**config.mk**
```make
export PLATFORM = sky130hd
export DESIGN_NAME = alu
export DESIGN_NICKNAME = d
export VERILOG_FILES = /design/src/rtl/alu.sv
export SDC_FILE = /design/constraint.sdc
export NUM_CORES = 2
export LEC_CHECK = 0
export BUFFER_PORTS_ARGS = -buffer_cell sky130_fd_sc_hd__buf_2
export CAP_MARGIN = 25
export CORE_ASPECT_RATIO = 2
export CORE_UTILIZATION = 50
export CTS_CLUSTER_DIAMETER = 100
export DETAILED_ROUTE_END_ITERATION = 8
export GPL_TIMING_DRIVEN = 0
export PLACE_DENSITY = 0.66
export SLEW_MARGIN = 30
export SYNTH_ARGS = -nofsm -noshare
export SYNTH_HDL_FRONTEND = slang
export SYNTH_SLANG_ARGS = --single-unit
```
**constraint.sdc**
```tcl
create_clock -name clk -period 0.8 [get_ports clk]
set_clock_uncertainty 0.1 [all_clocks]
set_input_delay 0.12 -clock clk [delete_from_list [all_inputs] [get_ports clk]]
set_output_delay 0.12 -clock clk [all_outputs]
set_load 0.03 [all_outputs]
```
**src/rtl/alu.sv**
```systemverilog
// Registered 4-function unsigned ALU: 32-bit operands, result truncated to 16 bits, one cycle latency.
// Optional registered ALU_Zero/ALU_Ovf flag outputs are enabled by defining ALU_FLAGS_EN.
module alu (
    input  logic        clk,
    input  logic        reset,
    input  logic [31:0] A,
    input  logic [31:0] B,
    input  logic [1:0]  ALU_Sel,
    output logic [15:0] ALU_Out
`ifdef ALU_FLAGS_EN
    ,
    output logic        ALU_Zero,
    output logic        ALU_Ovf
`endif
);

    typedef enum logic [1:0] {
        OP_ADD = 2'b00,
        OP_SUB = 2'b01,
        OP_MUL = 2'b10,
        OP_DIV = 2'b11
    } op_t;

    op_t         op;
    logic [15:0] res;

    assign op = op_t'(ALU_Sel);

    // Low 16 bits of add/sub/mul depend only on the operands' low halves.
    always_comb begin
        res = '0;
        case (op)
            OP_ADD: res = A[15:0] + B[15:0];
            OP_SUB: res = A[15:0] - B[15:0];
            OP_MUL: res = A[15:0] * B[15:0];
            OP_DIV: res = (B == '0) ? 16'hFFFF : 16'(A / B);
            default: res = '0;
        endcase
    end

    always_ff @(posedge clk or posedge reset) begin
        if (reset) ALU_Out <= '0;
        else       ALU_Out <= res;
    end

`ifdef ALU_FLAGS_EN
    logic        ovf;
    logic [32:0] sum;
    logic [31:0] diff;
    logic [63:0] prod;

    assign sum  = {1'b0, A} + {1'b0, B};
    assign diff = A - B;
    assign prod = {32'b0, A} * {32'b0, B};

    // Quotient exceeds 16 bits exactly when A >= B * 2^16, i.e. A[31:16] >= B.
    always_comb begin
        ovf = 1'b0;
        case (op)
            OP_ADD: ovf = (sum > 33'h0_0000_FFFF);
            OP_SUB: ovf = (A < B) || (diff > 32'h0000_FFFF);
            OP_MUL: ovf = (prod > 64'h0000_0000_0000_FFFF);
            OP_DIV: ovf = (B == '0) || ({16'b0, A[31:16]} >= B);
            default: ovf = 1'b0;
        endcase
    end

    always_ff @(posedge clk or posedge reset) begin
        if (reset) begin
            ALU_Zero <= 1'b0;
            ALU_Ovf  <= 1'b0;
        end else begin
            ALU_Zero <= (res == '0);
            ALU_Ovf  <= ovf;
        end
    end
`endif

endmodule

```
==> parameters.txt, run 1 <==
Parameter                              Value

Yosys
  Post-synthesis sequential area ratio    0.01145
  Net count after synthesis    5758
  Fraction of registers with async set/reset    1.000
  Average footprint of a synthesized cell    6.975 um2
  Netlist area before placement    34970 um2
  Post-synth EDFFs    0
  Count of cell types in the netlist    111
  Top flip-flop cell by instance count after synthesis    sky130_fd_sc_hd__dfrtp_1
  Synthesized instance count    5013
  Synth warnings    0
  Register bit total from synthesis    16

Die
  Die W    189.0 um
  Count of pins on the block boundary    84
  Starting density of the core    0.5074
  FP Rows    136
  Die Y-Extent    376.0 um

Global routing
  Total congestion overflow    788
  Maximum number of pins on one net before global-route repair    40
  Global-route wire length before repair    345500 um
  Number of global-route vias before repair    49872
  Overall global routing resource usage    0.6450

Clock network
  Clock buffers created by TritonCTS    3
  Buffer cell driving the clock tree root    sky130_fd_sc_hd__clkbuf_16
  Count of clock tree sinks    16
  Max H-tree Level    1
  Maximum buffer depth of the clock tree    2

Place
  Port bufs    77
  Final HPWL from detailed placement    150000 um
  Final weighted congestion in routability-driven placement    1.147

Outcome
  Result of the run    stopped before the end
  Failing step    global routing
  Error message    [ERROR GRT-0116] Global routing finished with congestion. Check the congestion regions in the DRC Viewer.
synth_stat cells (all sizes together) (68+ instances only):
master  number  area [um2]
o21a       133       998.5
xnor2      255        2233
and2        72       450.4
o211ai      68       510.5
a21oi      397        1994
clkbuf     120       451.7
a21o       192        1449
xor2       146        1279
nor3       151       770.7
inv        312        1171
fa          81        1622
nand2      556        2090
nand3      119       613.1
o21ai      309        1558
ha         596        7457
nand4       71       444.2
nor2       427        1608
cells by family after synthesis:
logic type,count (synthesis),synth area share
simple gates,1731,0.2364
compound gates,1618,0.3108
fa+ha+maj,677,0.2596
buf+inv,478,0.05299
xor+xnor,401,0.1004
mux,92,0.02834
flops,16,0.01145
routing by layer:
layer | track usage | GRT overflow
met1 | 0.5944 | 8
met5 | 0.09161 | 0
met2 | 0.9360 | 597
met3 | 0.3631 | 0
met4 | 0.7232 | 183
timing repair:
| action | CTS |
|---|---|
| cloned | 7 |
| resized for setup | 737 |
| buffers inserted | 387 |
| hold endpoints to repair | 16 |
| setup endpoints to repair | 32 |
| pin swaps | 275 |
per-stage QoR:
stage / TNS [ps] / worst slack, ps / instances / hold WS [ps] / area (um2)
floorplan: -634830 / -56230 / 5013 / -66.26 / 37260
global placement: -878430 / -77880 / 5987 / 115.1 / 38770
detailed placement: -864050 / -76650 / 6000 / 138.9 / 39090
CTS: -703720 / -62070 / 6396 / -126.7 / 46200
==> run 2, diff against run 1 <==
CORE_ASPECT_RATIO = not set   (was 2)
CORE_UTILIZATION = 35   (was 50)
CTS_CLUSTER_DIAMETER = not set   (was 100)
PLACE_DENSITY = not set   (was 0.66)
PLACE_DENSITY_LB_ADDON = 0.15   (was not set)
==> parameters.txt, run 2 <==
Parameter                              Value

Outcome
  Result of the run    finished, violations left
  Failing checks    negative hold slack, negative setup slack

Yosys
  Count of cell types in the netlist    111
  Top cell type by total area after synthesis    sky130_fd_sc_hd__ha_1
  Post-synth EDFFs    0
  Top cells by instance count after synthesis    sky130_fd_sc_hd__ha_1 (596), sky130_fd_sc_hd__nand2_1 (555), sky130_fd_sc_hd__nor2_1 (425)
  Register bit total from synthesis    16
  Synth warnings    0
  Synthesized instance count    5013
  Top flip-flop cell by instance count after synthesis    sky130_fd_sc_hd__dfrtp_1
  Netlist area before placement    34970 um2
  Post-synthesis sequential area ratio    0.01145
  Dominant cell by count in the synthesized netlist    sky130_fd_sc_hd__ha_1
  Top cell type's share of synthesized area    0.2133
  Area contributors post-synth    sky130_fd_sc_hd__ha_1 (21%), sky130_fd_sc_hd__xnor2_1 (6.4%), sky130_fd_sc_hd__nand2_1 (6.0%), sky130_fd_sc_hd__a21oi_1 (5.7%), sky130_fd_sc_hd__fa_1 (4.6%)
  Fraction of registers with async set/reset    1.000
  Average footprint of a synthesized cell    6.975 um2
  Net count after synthesis    5758

Clock network
  TritonCTS clock tree    built
  Max H-tree Level    1
  Count of clock tree sinks    16
  Clock buffers created by TritonCTS    3
  Buffer cell driving the clock tree root    sky130_fd_sc_hd__clkbuf_16
  Clock input transition at the sequential cells of the worst setup and hold paths    40 ps
  Maximum buffer depth of the clock tree    2

Power and ir drop
  Maximum ir drop on the vdd rail    0.002030 V
  Leak    23.58 nW
  Post-layout total power    54.23 mW
  Power density normalized to cell area    1006 nW/um2

STA
  Relative max-transition margin    0.2698
  Worst setup margin    -61580 ps
  Slew @ Worst Pin    1094 ps
  Worst-case hold slack    -172.3 ps
  Hold Fails Final Rpt    16
  Period Utilization, post-route    77.98
  Count of endpoints failing setup in the final report    32
  Max-slew violation count    0
  RSZ-0062 raised after global routing    true
  Timing-limited maximum frequency    16.03 MHz
  Shortest clock period the worst path allows after layout    62380 ps

Cells and area
  Fill cells    9119
  Most frequent standard cell in the layout excluding fill and tap cells    sky130_fd_sc_hd__buf_4
  Footprint of the multi-input gates    40240 um2
  Syn-to-layout area delta    54.15%
  Largest register by flop count    ALU_Out
  Net count reported at finish    6749
  Combined flip-flop and latch cell area    400.4 um2
  Highest-count cells in the layout ignoring fill and taps    sky130_fd_sc_hd__buf_4 (803), sky130_fd_sc_hd__nand2_1 (492), sky130_fd_sc_hd__ha_1 (408)
  Number of flip-flops under the largest register name    16
  Non-filler instance count after layout    7291
  Fraction of final layout cells sized beyond drive strength 1    0.3692
  Largest regs    ALU_Out x16

Die
  Die W    318.1 um
  Starting density of the core    0.3543
  Count of pins on the block boundary    84
  Die Y-Extent    318.1 um
  Core area    98710 um2
  Full die area    101200 um2
  FP Rows    115

Global routing
  Global-route wire length before repair    260300 um
  Number of antenna violations at the first check in global routing    4
  Maximum number of pins on one net before global-route repair    40
  Number of global-route vias before repair    42314
  Overall global routing resource usage    0.3314
  Total congestion overflow    0

Routing
  Post-DR vias/cell    6.093
  Number of vias in the routed layout    44423
  Drt total wl    178800 um
  DRC violation total after the first TritonRoute iteration    3906
  Length of the first detailed-routing pass in iterations    6
  Count of nets left with antenna violations after detail routing    0
  Routed length per instance    24.52 um
  Post-route DRC    0

Place
  Port bufs    77
  Dpl cells    6389
  Final HPWL from detailed placement    131300 um
  Placement-stage worst setup slack    -74840 ps
  Final weighted congestion in routability-driven placement    0.9782

Worst hold path
  Hold Crit Class    input port to asynchronous set/reset pin

Worst setup path
  Required time at the endpoint of the critical path    820 ps
  CP arrival    62400 ps
  Endpoint kind of the worst setup timing path    flop
  Slowest cell delay on critical path    540 ps
  Number of buffer and inverter stages on the critical path    88
  Most used cell along the critical path    sky130_fd_sc_hd__buf_4
  Classification of the worst setup path    input port to flop
  Top Family by Delay on Critical Path    compound AO/OA/AOI/OAI gates
  Stages on worst setup path    330
  Slowest library cell on the worst path    sky130_fd_sc_hd__or4_4
  Element type at the critical path start    input port
  Maximum fanout encountered on the critical timing path    10

Flow run
  Max-cap violations    0
run 2: cell counts after synthesis:
No cell type changed its count.
run 2: through the flow:
step	util	TNS, ps	cell area [um2]
2_1_floorplan	-	-634830	37260
3_3_place_gp	0.3977	-853330	39260
3_5_place_dp	0.4012	-837410	39600
4_1_cts	0.5088	-680080	50220
5_1_grt	0.5460	-717140	53900
6_report	0.5461	-701780	53900
run 2: what timing repair did:
action / 4_1_cts / 5_1_grt
endpoints found under the setup margin: 32 / 32
buffers inserted: 667 / 226
cloned: 13 / 4
pin swaps: 471 / 300
gates resized for setup: 1009 / 407
hold endpoints to repair: 16 / 16
run 2: cells by family after synthesis:
group	after synthesis	share of synthesized area
buffers and inverters	478	0.05299
xor gates and xnor gates	401	0.1004
and+or+nand+nor	1731	0.2364
AOI/OAI and AO/OA	1618	0.3108
adders and majority gates	677	0.2596
DFF	16	0.01145
muxes	92	0.02834
run 2: metal layers:
metal  global-route usage  wire length (um)  up-vias
met2               0.5345             77870     2074
met1               0.4375             75270    21323
met5             0.004728                84        -
met3              0.04802             14990      526
met4               0.1425             10580        4
li1                     -                 -    20496
run 2: path summary, 6_finish.rpt:
kind	from	to	slack (ps)
min	reset	ALU_Out[11]$_DFF_PP0_	-170
max in group asynchronous	reset	ALU_Out[9]$_DFF_PP0_	410
min in group clk	ALU_Sel[1]	ALU_Out[0]$_DFF_PP0_	360
max	B[31]	ALU_Out[0]$_DFF_PP0_	-61580
run 2: final cells by class:
cell class | count | area share
Sequential cell | 16 | 0.007428
Tap cell | 1287 | 0.02988
Multi-Input combinational cell | 4519 | 0.7465
Timing Repair Buffer | 993 | 0.1554
Antenna cell | 2 | 0.00009285
Buffer | 156 | 0.03631
Inverter | 315 | 0.02298
Clock buffer | 3 | 0.001393
run 2: power breakdown:
group	leakage [nW]	switching, mW	internal (mW)	total [mW]
Combinational	23.3	28.9	23.2	52.1
Sequential	0.194	0.142	1.10	1.24
Clock	0.0370	0.258	0.651	0.909
Total	23.6	29.3	25.0	54.2
(Power assumes the default switching activity.)
